### src/rtl/hsid_multiplier_if.sv
// Operand/result bundle between the hsid datapath and the iterative multiplier.
// The master drives the operands and control; the slave (the multiplier) drives status and result.
`ifndef HSID_HSP_LIBRARY_WIDTH
`define HSID_HSP_LIBRARY_WIDTH 8
`endif

interface hsid_multiplier_if #(
    parameter int HSP_LIBRARY_WIDTH = `HSID_HSP_LIBRARY_WIDTH,
    parameter int K                 = 32
);
    logic                         clear;
    logic                         start;
    logic [K-1:0]                 multiplicand;
    logic [K-1:0]                 multiplier;
    logic                         of_in;
    logic [HSP_LIBRARY_WIDTH-1:0] hsp_ref_in;
    logic                         idle;
    logic                         ready;
    logic                         done;
    logic [2*K-1:0]               product;
    logic                         overflow;
    logic [HSP_LIBRARY_WIDTH-1:0] hsp_ref_out;

    modport master (
        output clear, start, multiplicand, multiplier, of_in, hsp_ref_in,
        input  idle, ready, done, product, overflow, hsp_ref_out
    );

    modport slave (
        input  clear, start, multiplicand, multiplier, of_in, hsp_ref_in,
        output idle, ready, done, product, overflow, hsp_ref_out
    );
endinterface

### src/rtl/hsid_multiplier.sv
// Iterative radix-2 shift-add KxK unsigned multiplier with tag/overflow passthrough.
// Latency K+1 cycles start-to-done (data dependent when HSID_MUL_EARLY_EXIT_EN is defined).
// No backpressure: start accepted only while ready; done is a one-cycle pulse, result holds.
`ifndef HSID_HSP_LIBRARY_WIDTH
`define HSID_HSP_LIBRARY_WIDTH 8
`endif

module hsid_multiplier #(
    parameter int HSP_LIBRARY_WIDTH = `HSID_HSP_LIBRARY_WIDTH,
    parameter int K                 = 32
) (
    input  logic                clk,
    input  logic                rst_n,
    hsid_multiplier_if.slave    mul
);
    localparam int DK = 2 * K;
    localparam int SW = (K > 2) ? $clog2(K) : 1;

    typedef enum logic [1:0] {
        S_IDLE    = 2'd0,
        S_COMPUTE = 2'd1,
        S_DONE    = 2'd2,
        S_CLEAR   = 2'd3
    } state_t;

    state_t                       state;
    logic [DK-1:0]                mcand_reg;
    logic [K-1:0]                 mplier_reg;
    logic [DK-1:0]                acc;
    logic [SW-1:0]                step;
    logic [DK-1:0]                product_q;
    logic                         overflow_q;
    logic [HSP_LIBRARY_WIDTH-1:0] tag_q;
    logic                         idle_q;
    logic                         ready_q;
    logic                         done_q;

    logic [DK-1:0]                acc_nxt;
    logic [K-1:0]                 mplier_shift;
    logic                         last_step;

    always_comb begin
        acc_nxt      = mplier_reg[0] ? (acc + mcand_reg) : acc;
        mplier_shift = mplier_reg >> 1;
`ifdef HSID_MUL_EARLY_EXIT_EN
        // No set bits remain, so every further step would add nothing.
        last_step    = (step == '0) || (mplier_shift == '0);
`else
        last_step    = (step == '0);
`endif
    end

    always_ff @(posedge clk or negedge rst_n) begin
        if (!rst_n) begin
            state      <= S_IDLE;
            mcand_reg  <= '0;
            mplier_reg <= '0;
            acc        <= '0;
            step       <= '0;
            product_q  <= '0;
            overflow_q <= 1'b0;
            tag_q      <= '0;
            idle_q     <= 1'b1;
            ready_q    <= 1'b1;
            done_q     <= 1'b0;
        end else begin
            case (state)
                S_IDLE: begin
                    if (mul.clear) begin
                        mcand_reg  <= '0;
                        mplier_reg <= '0;
                        acc        <= '0;
                        step       <= '0;
                        product_q  <= '0;
                        overflow_q <= 1'b0;
                        tag_q      <= '0;
                    end else if (mul.start) begin
                        state      <= S_COMPUTE;
                        mcand_reg  <= {{K{1'b0}}, mul.multiplicand};
                        mplier_reg <= mul.multiplier;
                        acc        <= '0;
                        step       <= SW'(K - 1);
                        overflow_q <= mul.of_in;
                        tag_q      <= mul.hsp_ref_in;
                        idle_q     <= 1'b0;
                        ready_q    <= 1'b0;
                    end
                end
                S_COMPUTE: begin
                    acc        <= acc_nxt;
                    mcand_reg  <= mcand_reg << 1;
                    mplier_reg <= mplier_shift;
                    step       <= step - SW'(1);
                    if (mul.clear) begin
                        state <= S_CLEAR;
                    end else if (last_step) begin
                        state     <= S_DONE;
                        product_q <= acc_nxt;
                        done_q    <= 1'b1;
                    end
                end
                S_DONE: begin
                    state   <= S_IDLE;
                    done_q  <= 1'b0;
                    idle_q  <= 1'b1;
                    ready_q <= 1'b1;
                end
                S_CLEAR: begin
                    state      <= S_IDLE;
                    mcand_reg  <= '0;
                    mplier_reg <= '0;
                    acc        <= '0;
                    step       <= '0;
                    product_q  <= '0;
                    overflow_q <= 1'b0;
                    tag_q      <= '0;
                    idle_q     <= 1'b1;
                    ready_q    <= 1'b1;
                end
                default: begin
                    state   <= S_IDLE;
                    idle_q  <= 1'b1;
                    ready_q <= 1'b1;
                    done_q  <= 1'b0;
                end
            endcase
        end
    end

    assign mul.idle        = idle_q;
    assign mul.ready       = ready_q;
    assign mul.done        = done_q;
    assign mul.product     = product_q;
    assign mul.overflow    = overflow_q;
    assign mul.hsp_ref_out = tag_q;
endmodule
### src/flat_wrapper.sv
// flat-port wrapper written by rule: the top's interface ports become plain ports
module hsid_multiplier_flat 
#(
    parameter int HSP_LIBRARY_WIDTH = `HSID_HSP_LIBRARY_WIDTH,
    parameter int K                 = 32
)
  (clk, rst_n, mul_clear, mul_start, mul_multiplicand, mul_multiplier, mul_of_in, mul_hsp_ref_in, mul_idle, mul_ready, mul_done, mul_product, mul_overflow, mul_hsp_ref_out);
  hsid_multiplier_if #(.HSP_LIBRARY_WIDTH(HSP_LIBRARY_WIDTH), .K(K)) mul_i ();
  input  logic clk;
  input  logic rst_n;
  input wire logic [$bits(mul_i.clear)-1:0] mul_clear;
  input wire logic [$bits(mul_i.start)-1:0] mul_start;
  input wire logic [$bits(mul_i.multiplicand)-1:0] mul_multiplicand;
  input wire logic [$bits(mul_i.multiplier)-1:0] mul_multiplier;
  input wire logic [$bits(mul_i.of_in)-1:0] mul_of_in;
  input wire logic [$bits(mul_i.hsp_ref_in)-1:0] mul_hsp_ref_in;
  output wire logic [$bits(mul_i.idle)-1:0] mul_idle;
  output wire logic [$bits(mul_i.ready)-1:0] mul_ready;
  output wire logic [$bits(mul_i.done)-1:0] mul_done;
  output wire logic [$bits(mul_i.product)-1:0] mul_product;
  output wire logic [$bits(mul_i.overflow)-1:0] mul_overflow;
  output wire logic [$bits(mul_i.hsp_ref_out)-1:0] mul_hsp_ref_out;
  assign mul_i.clear = mul_clear;
  assign mul_i.start = mul_start;
  assign mul_i.multiplicand = mul_multiplicand;
  assign mul_i.multiplier = mul_multiplier;
  assign mul_i.of_in = mul_of_in;
  assign mul_i.hsp_ref_in = mul_hsp_ref_in;
  assign mul_idle = mul_i.idle;
  assign mul_ready = mul_i.ready;
  assign mul_done = mul_i.done;
  assign mul_product = mul_i.product;
  assign mul_overflow = mul_i.overflow;
  assign mul_hsp_ref_out = mul_i.hsp_ref_out;
  hsid_multiplier #(.HSP_LIBRARY_WIDTH(HSP_LIBRARY_WIDTH), .K(K)) u_core (.clk(clk), .rst_n(rst_n), .mul(mul_i));
endmodule
### config.mk
export PLATFORM = sky130hd
export DESIGN_NAME = hsid_multiplier_flat
export DESIGN_NICKNAME = d
export VERILOG_FILES = /design/src/rtl/hsid_multiplier_if.sv /design/src/rtl/hsid_multiplier.sv /design/src/flat_wrapper.sv
export SDC_FILE = /design/constraint.sdc
export NUM_CORES = 1
export LEC_CHECK = 0
export CAP_MARGIN = 20
export CORE_MARGIN = 3
export CORE_UTILIZATION = 55
export DETAILED_ROUTE_END_ITERATION = 8
export PLACE_DENSITY = 0.78
export SLEW_MARGIN = 20
export SYNTH_ARGS = -nofsm -noshare
export SYNTH_HDL_FRONTEND = slang
export SYNTH_SLANG_ARGS = --single-unit
### constraint.sdc
create_clock -name clk -period 4.1 [get_ports clk]
set_input_delay 0.82 -clock clk [delete_from_list [all_inputs] [get_ports clk]]
set_output_delay 0.82 -clock clk [all_outputs]
set_load 0.05 [all_outputs]
# Yosys cells after proc, flatten, opt, wreduce, memory -nomap -nowiden
# Index checks and enable logic that the tools add are counted.
[op_classes]
n_addsub = 2
eq_ne = 10
n_mux = 34
n_reduce_logical = 13
[ops]
columns = ["operator", "count"]
rows = [
  ["case mux 64 bit (3 select lines)", 3],
  ["2-to-1 mux 64 bit", 8],
  ["case mux 32 bit (3 select lines)", 1],
  ["adder 64 bit", 1],
  ["2-to-1 mux 32 bit", 2],
  ["2-to-1 mux 8 bit", 2],
  ["case mux 8 bit (2 select lines)", 1],
  ["case mux 5 bit (3 select lines)", 1],
  ["2-to-1 mux 5 bit", 2],
  ["AND reduction 3 bit", 3],
  ["2-to-1 mux 2 bit", 4],
  ["inequality test 2 bit, second input constant", 4],
  ["2-to-1 mux 1 bit", 6],
  ["case mux 1 bit (2 select lines)", 3],
  ["case mux 2 bit (3 select lines)", 1],
  ["nonzero test 2 bit", 3],
  ["zero test 5 bit", 1],
  ["subtractor 5 x 1 -> 5 bit, second input constant", 1],
  ["equality test 2 bit, second input constant", 2],
  ["AND reduction 2 bit", 2],
  ["AND reduction 4 bit", 1],
  ["inequality test 3 x 2 -> 1 bit, second input constant", 1],
  ["inequality test 3 bit, second input constant", 1],
  ["nonzero test 3 bit", 1],
  ["4 further kinds", 4],
]
[totals]
ff_bits = 242
input_bits = 77

# Longest topological paths before layout
[depth]
depth_word = 5
ltp_mapped = 12
mapped_depth_nobuf = 12

# Worst setup path before layout
# Ideal clock, no wire load.
[synth_path]
path_type = "reg-to-reg"
start = "register u_core.acc[0]"
end = "register u_core.product_q[54], in the netlist u_core.mul.product[54]"
setup_time_ns = 0.126
t_arrival_ns = 2.913
t_required_ns = 3.974
slack_ns = 1.061
path_stages_with_launch = 13
n_path_buf = 0
path_cell_list = "dfrtp_1 ha_1 fa_1 a211oi_1 o21ai_1 o21ai_1 o311a_1 o221ai_2 a211oi_1 o31ai_1 a21oi_1 xnor2_1 a221o_1"
[synth_via]
elab_chain_len = 5
[synth_rtl]
columns = ["element", "line_no", "rtl"]
rows = [
  ["start: declaration", "hsid_multiplier.sv:29", "logic [DK-1:0] acc;"],
  ["start signal: assignment", "hsid_multiplier.sv:90", "acc <= acc_nxt;"],
  ["adder 64 bit", "hsid_multiplier.sv:43", "acc_nxt = mplier_reg[0] ? (acc + mcand_reg) : acc;"],
  ["2-to-1 mux 64 bit", "hsid_multiplier.sv:43", ""],
  ["2-to-1 mux 64 bit", "hsid_multiplier.sv:96", "end else if (last_step) begin"],
  ["2-to-1 mux 64 bit", "hsid_multiplier.sv:94", "if (mul.clear) begin"],
  ["case mux 64 bit (3 select lines)", "hsid_multiplier.sv:67", "case (state)"],
  ["end signal: assignment", "hsid_multiplier.sv:98", "product_q <= acc_nxt;"],
  ["end: declaration", "hsid_multiplier.sv:31", "logic [DK-1:0] product_q;"],
]
# No other way between the ends. The select of a mux whose other input is x is not followed.
# A chain may end at the register's enable or synchronous reset.

# Worst setup path in the final report
# Ends and elaborated chain as after synthesis.

==> key figures <==
Yosys
  • Ys async rst share: 100%
  • Synth Cell Area: 0.0136 sq mm
  • Mapped Nets: 1,650
  • Synth Instances: 1,507
  • Syn Area/Cell: between 9 and 10 sq um
  • Unique masters post-synth: 60
  • Synth Register Bits: 242
  • Yosys warns: 0
  • Register area share after synthesis: 44.5%
  • Main synth FF type: dfrtp_1
  • Number of synthesized flops with an enable pin: 0

Pwr
  • Overall power: around 11 mW
  • LEAKAGE: around 7.4 nW
  • Max IR drop VDD: 0.468 mV
  • Power Dens Cells: around 700 mW/mm^2

Final layout
  • Antenna cell count: 0
  • Highest-count cells in the layout ignoring fill and taps: nand2_1, dfrtp_1, clkdlybuf4s50_1, a21oi_1, o21ai_0
  • Fin area: 0.0163 sq mm
  • Layout cell share with drive strength beyond 1: under 10%
  • Commonest non-fill, non-tap cell in the layout: nand2_1
  • Nets: around 1,800
  • Area delta synth->final: 19.4%
  • Non-filler cells, final: 1,945
  • Core Util, Final: between 60 and 70%
  • Filler Cell Count: 1,898

Status
  • Run status: completed

Route
  • Initial DRC count: 1,095
  • Vias: approximately 12,000
  • Post-Route WL: approximately 38,000 microns
  • DRC violations left: 0
  • Post-route ant nets: 0
  • Via density: 6.17
  • Detailed Routing Iterations Pass 1: 5
  • Average wire per standard cell: between 15 and 20 microns

STA
  • Crit share post-route: 87.1%
  • Final Setup Violations: 0
  • Min Tclk post-route: 3570 ps
  • Setup WS post-layout: 529 ps
  • Final Slew Violations: 0
  • RSZ-0062 raised after global routing: no
  • Relative slew slack: 47.4%
  • Max frequency: 0.280 GHz
  • Clock Skews: 17.6 ps
  • Worst slew pin tran: slightly below 800 ps
  • Final hold viol count: 0
  • Hold_ws: 298 ps
  • Setup tns final: 0 ps

Place
  • Cells after DPL: 1,904
  • Pre-CTS WS: 620 ps
  • Placer Congestion: 0.924
  • Placed cell areas: 0.0154 sq mm
  • DP Wirelength: 26,900 microns
  • Port buffer count: 152

Clock tree
  • Hold-fix buffers at CTS: 0
  • CTS H-Tree Depth: 1
  • Clk buf depth: 3
  • Clock-pin transition on the worst setup and hold timing paths: 60 ps
  • Clock latency on the worst-skew pair: 550 ps
  • Cts bufs inserted: 26
  • Post-CTS Setup Bufs: 0
  • CTS tree: built
  • PostCTS Resize Cnt: 0
  • Root Driver: clkbuf_16
  • Sink Count: 242

Hold path
  • Tightest Hold Check Type: in -> async

Critical path
  • Reg2Reg Launch Point: u_core.acc[0]$_DFFE_PN0P_
  • CP endpoint: u_core.mul.product[54]$_DFFE_PN0P_
  • Worst r2r dst: u_core.mul.product[54]$_DFFE_PN0P_
  • Crit path launch type: register
  • R2R Setup Slk: roughly 530 ps
  • Critical path data arrival time: 3990 ps
  • Type of the worst setup path: reg -> reg
  • CP Launch Point: u_core.acc[0]$_DFFE_PN0P_
  • Critical path endpoint category: register
  • Critical Path RT: 4520 ps
  • Reg2Reg Depth: 12
  • Worst-path fanout max: 7

Global route
  • Grt total ovfl: 0
  • Global-route wire length before repair: 61,800 microns
  • Pin count of the biggest net entering global routing: 189
  • Vias in the first global route: 11,700
  • Initial antenna violation count: 0
  • Total track usage: 28.7%

Floorplan
  • IO Count: roughly 150
  • Effective utilization at floorplan: 57.0%
  • Die area: about 0.027 sq mm
  • Core area: 0.0239 sq mm
  • Die Height: around 160 microns
  • Die Wd: 163 microns
  • Num rows: 56

Job
  • Max-capacitance violation count: 0
## power breakdown
| part | total, mW | leakage [nW] | switching (mW) | internal (mW) |
|---|---|---|---|---|
| clock network | 2.30 | 0.404 | 0.958 | 1.34 |
| registers | 3.73 | 3.26 | 0.637 | 3.10 |
| logic | 5.35 | 3.70 | 3.61 | 1.74 |
## cell usage after synthesis, drive strengths merged (5+ instances only)
cell     number  area [sq um]
and3         14          87.6
a31oi        15          93.8
inv          22          82.6
nor2         88           330
a22o         56           490
a2111oi       5          43.8
a211oi       10          75.1
nor2b         6          40.0
o21bai       18           135
nand2b       10          65.1
xor2         14           123
nand4        21           131
o21ai       159           796
nand2       254           953
nor3         15          75.1
mux2i        23           230
o22ai         5          31.3
a22oi        69           518
buf          14          65.1
a21boi        5          37.5
nand3        13          65.1
xnor2        43           377
a21oi       113           569
o21a         12          90.1
a21o         42           315
dfrtp       241          6030
o31ai        24           185
clkbuf       85           319
ha           65           813
## metal layers
| layer | vias to the layer above | global-route usage [%] | wire length, microns |
|---|---|---|---|
| met5 | - | 0 | 0 |
| met4 | 0 | 9.03 | 1190 |
| met3 | 73 | 6.44 | 2850 |
| met2 | 441 | 43.7 | 16500 |
| met1 | 5813 | 41.0 | 17400 |
| li1 | 5675 | - | - |
## cell type report
| class | count | area (sq um) | area share, % |
|---|---|---|---|
| Multi-Input combinational cell | 1144 | 7140 | 43.9 |
| Sequential cell | 242 | 6060 | 37.3 |
| Timing Repair Buffer | 177 | 1750 | 10.8 |
| Clock buffer | 34 | 711 | 4.37 |
| Tap cell | 319 | 399 | 2.45 |
| Clock inverter | 7 | 118 | 0.723 |
| Inverter | 22 | 82.6 | 0.508 |
## worst max-delay path: stages (launching register included)
cell and delay (ps):
dfrtp_1 400, ha_1 240, fa_1 440, a211oi_1 350, o21ai_1 120, o21ai_1 150, o311a_1 250, o221ai_2 260
a211oi_1 420, o31ai_1 180, a21oi_1 200, xnor2_1 100, a221o_1 320
## kinds of logic (layout without fill, tap and decap cells)
group                      Yosys count  count (layout)  share of synthesized area, %
AOI/OAI and AO/OA                  561             561                          26.8
and+or+nand+nor                    437             437                          13.8
DFF                                242             242                          44.5
buffers and inverters              121             240                          3.43
adders and majority gates           66              66                          6.12
xor gates and xnor gates            57              57                          3.67
muxes                               23              23                          1.69
## worst min-delay path by stage
| stage | startpoint | to | slack [ps] | depth (start not counted) |
|---|---|---|---|---|
| 5_1_grt | rst_n | u_core.mul.product[7]$_DFFE_PN0P_ | 340 | 1 |
| 6_report | rst_n | u_core.mul.product[7]$_DFFE_PN0P_ | 300 | 1 |
| 2_1_floorplan | u_core.mplier_reg[1]$_DFFE_PN0P_ | u_core.mplier_reg[1]$_DFFE_PN0P_ | 450 | 2 |
| 4_1_cts | rst_n | u_core.acc[8]$_DFFE_PN0P_ | 310 | 1 |
| 3_3_place_gp | u_core.mul.product[27]$_DFFE_PN0P_ | u_core.mul.product[27]$_DFFE_PN0P_ | 450 | 2 |
| 3_5_place_dp | u_core.mul.product[2]$_DFFE_PN0P_ | u_core.mul.product[2]$_DFFE_PN0P_ | 460 | 2 |
Note: power is estimated with default switching activity, not from simulation.
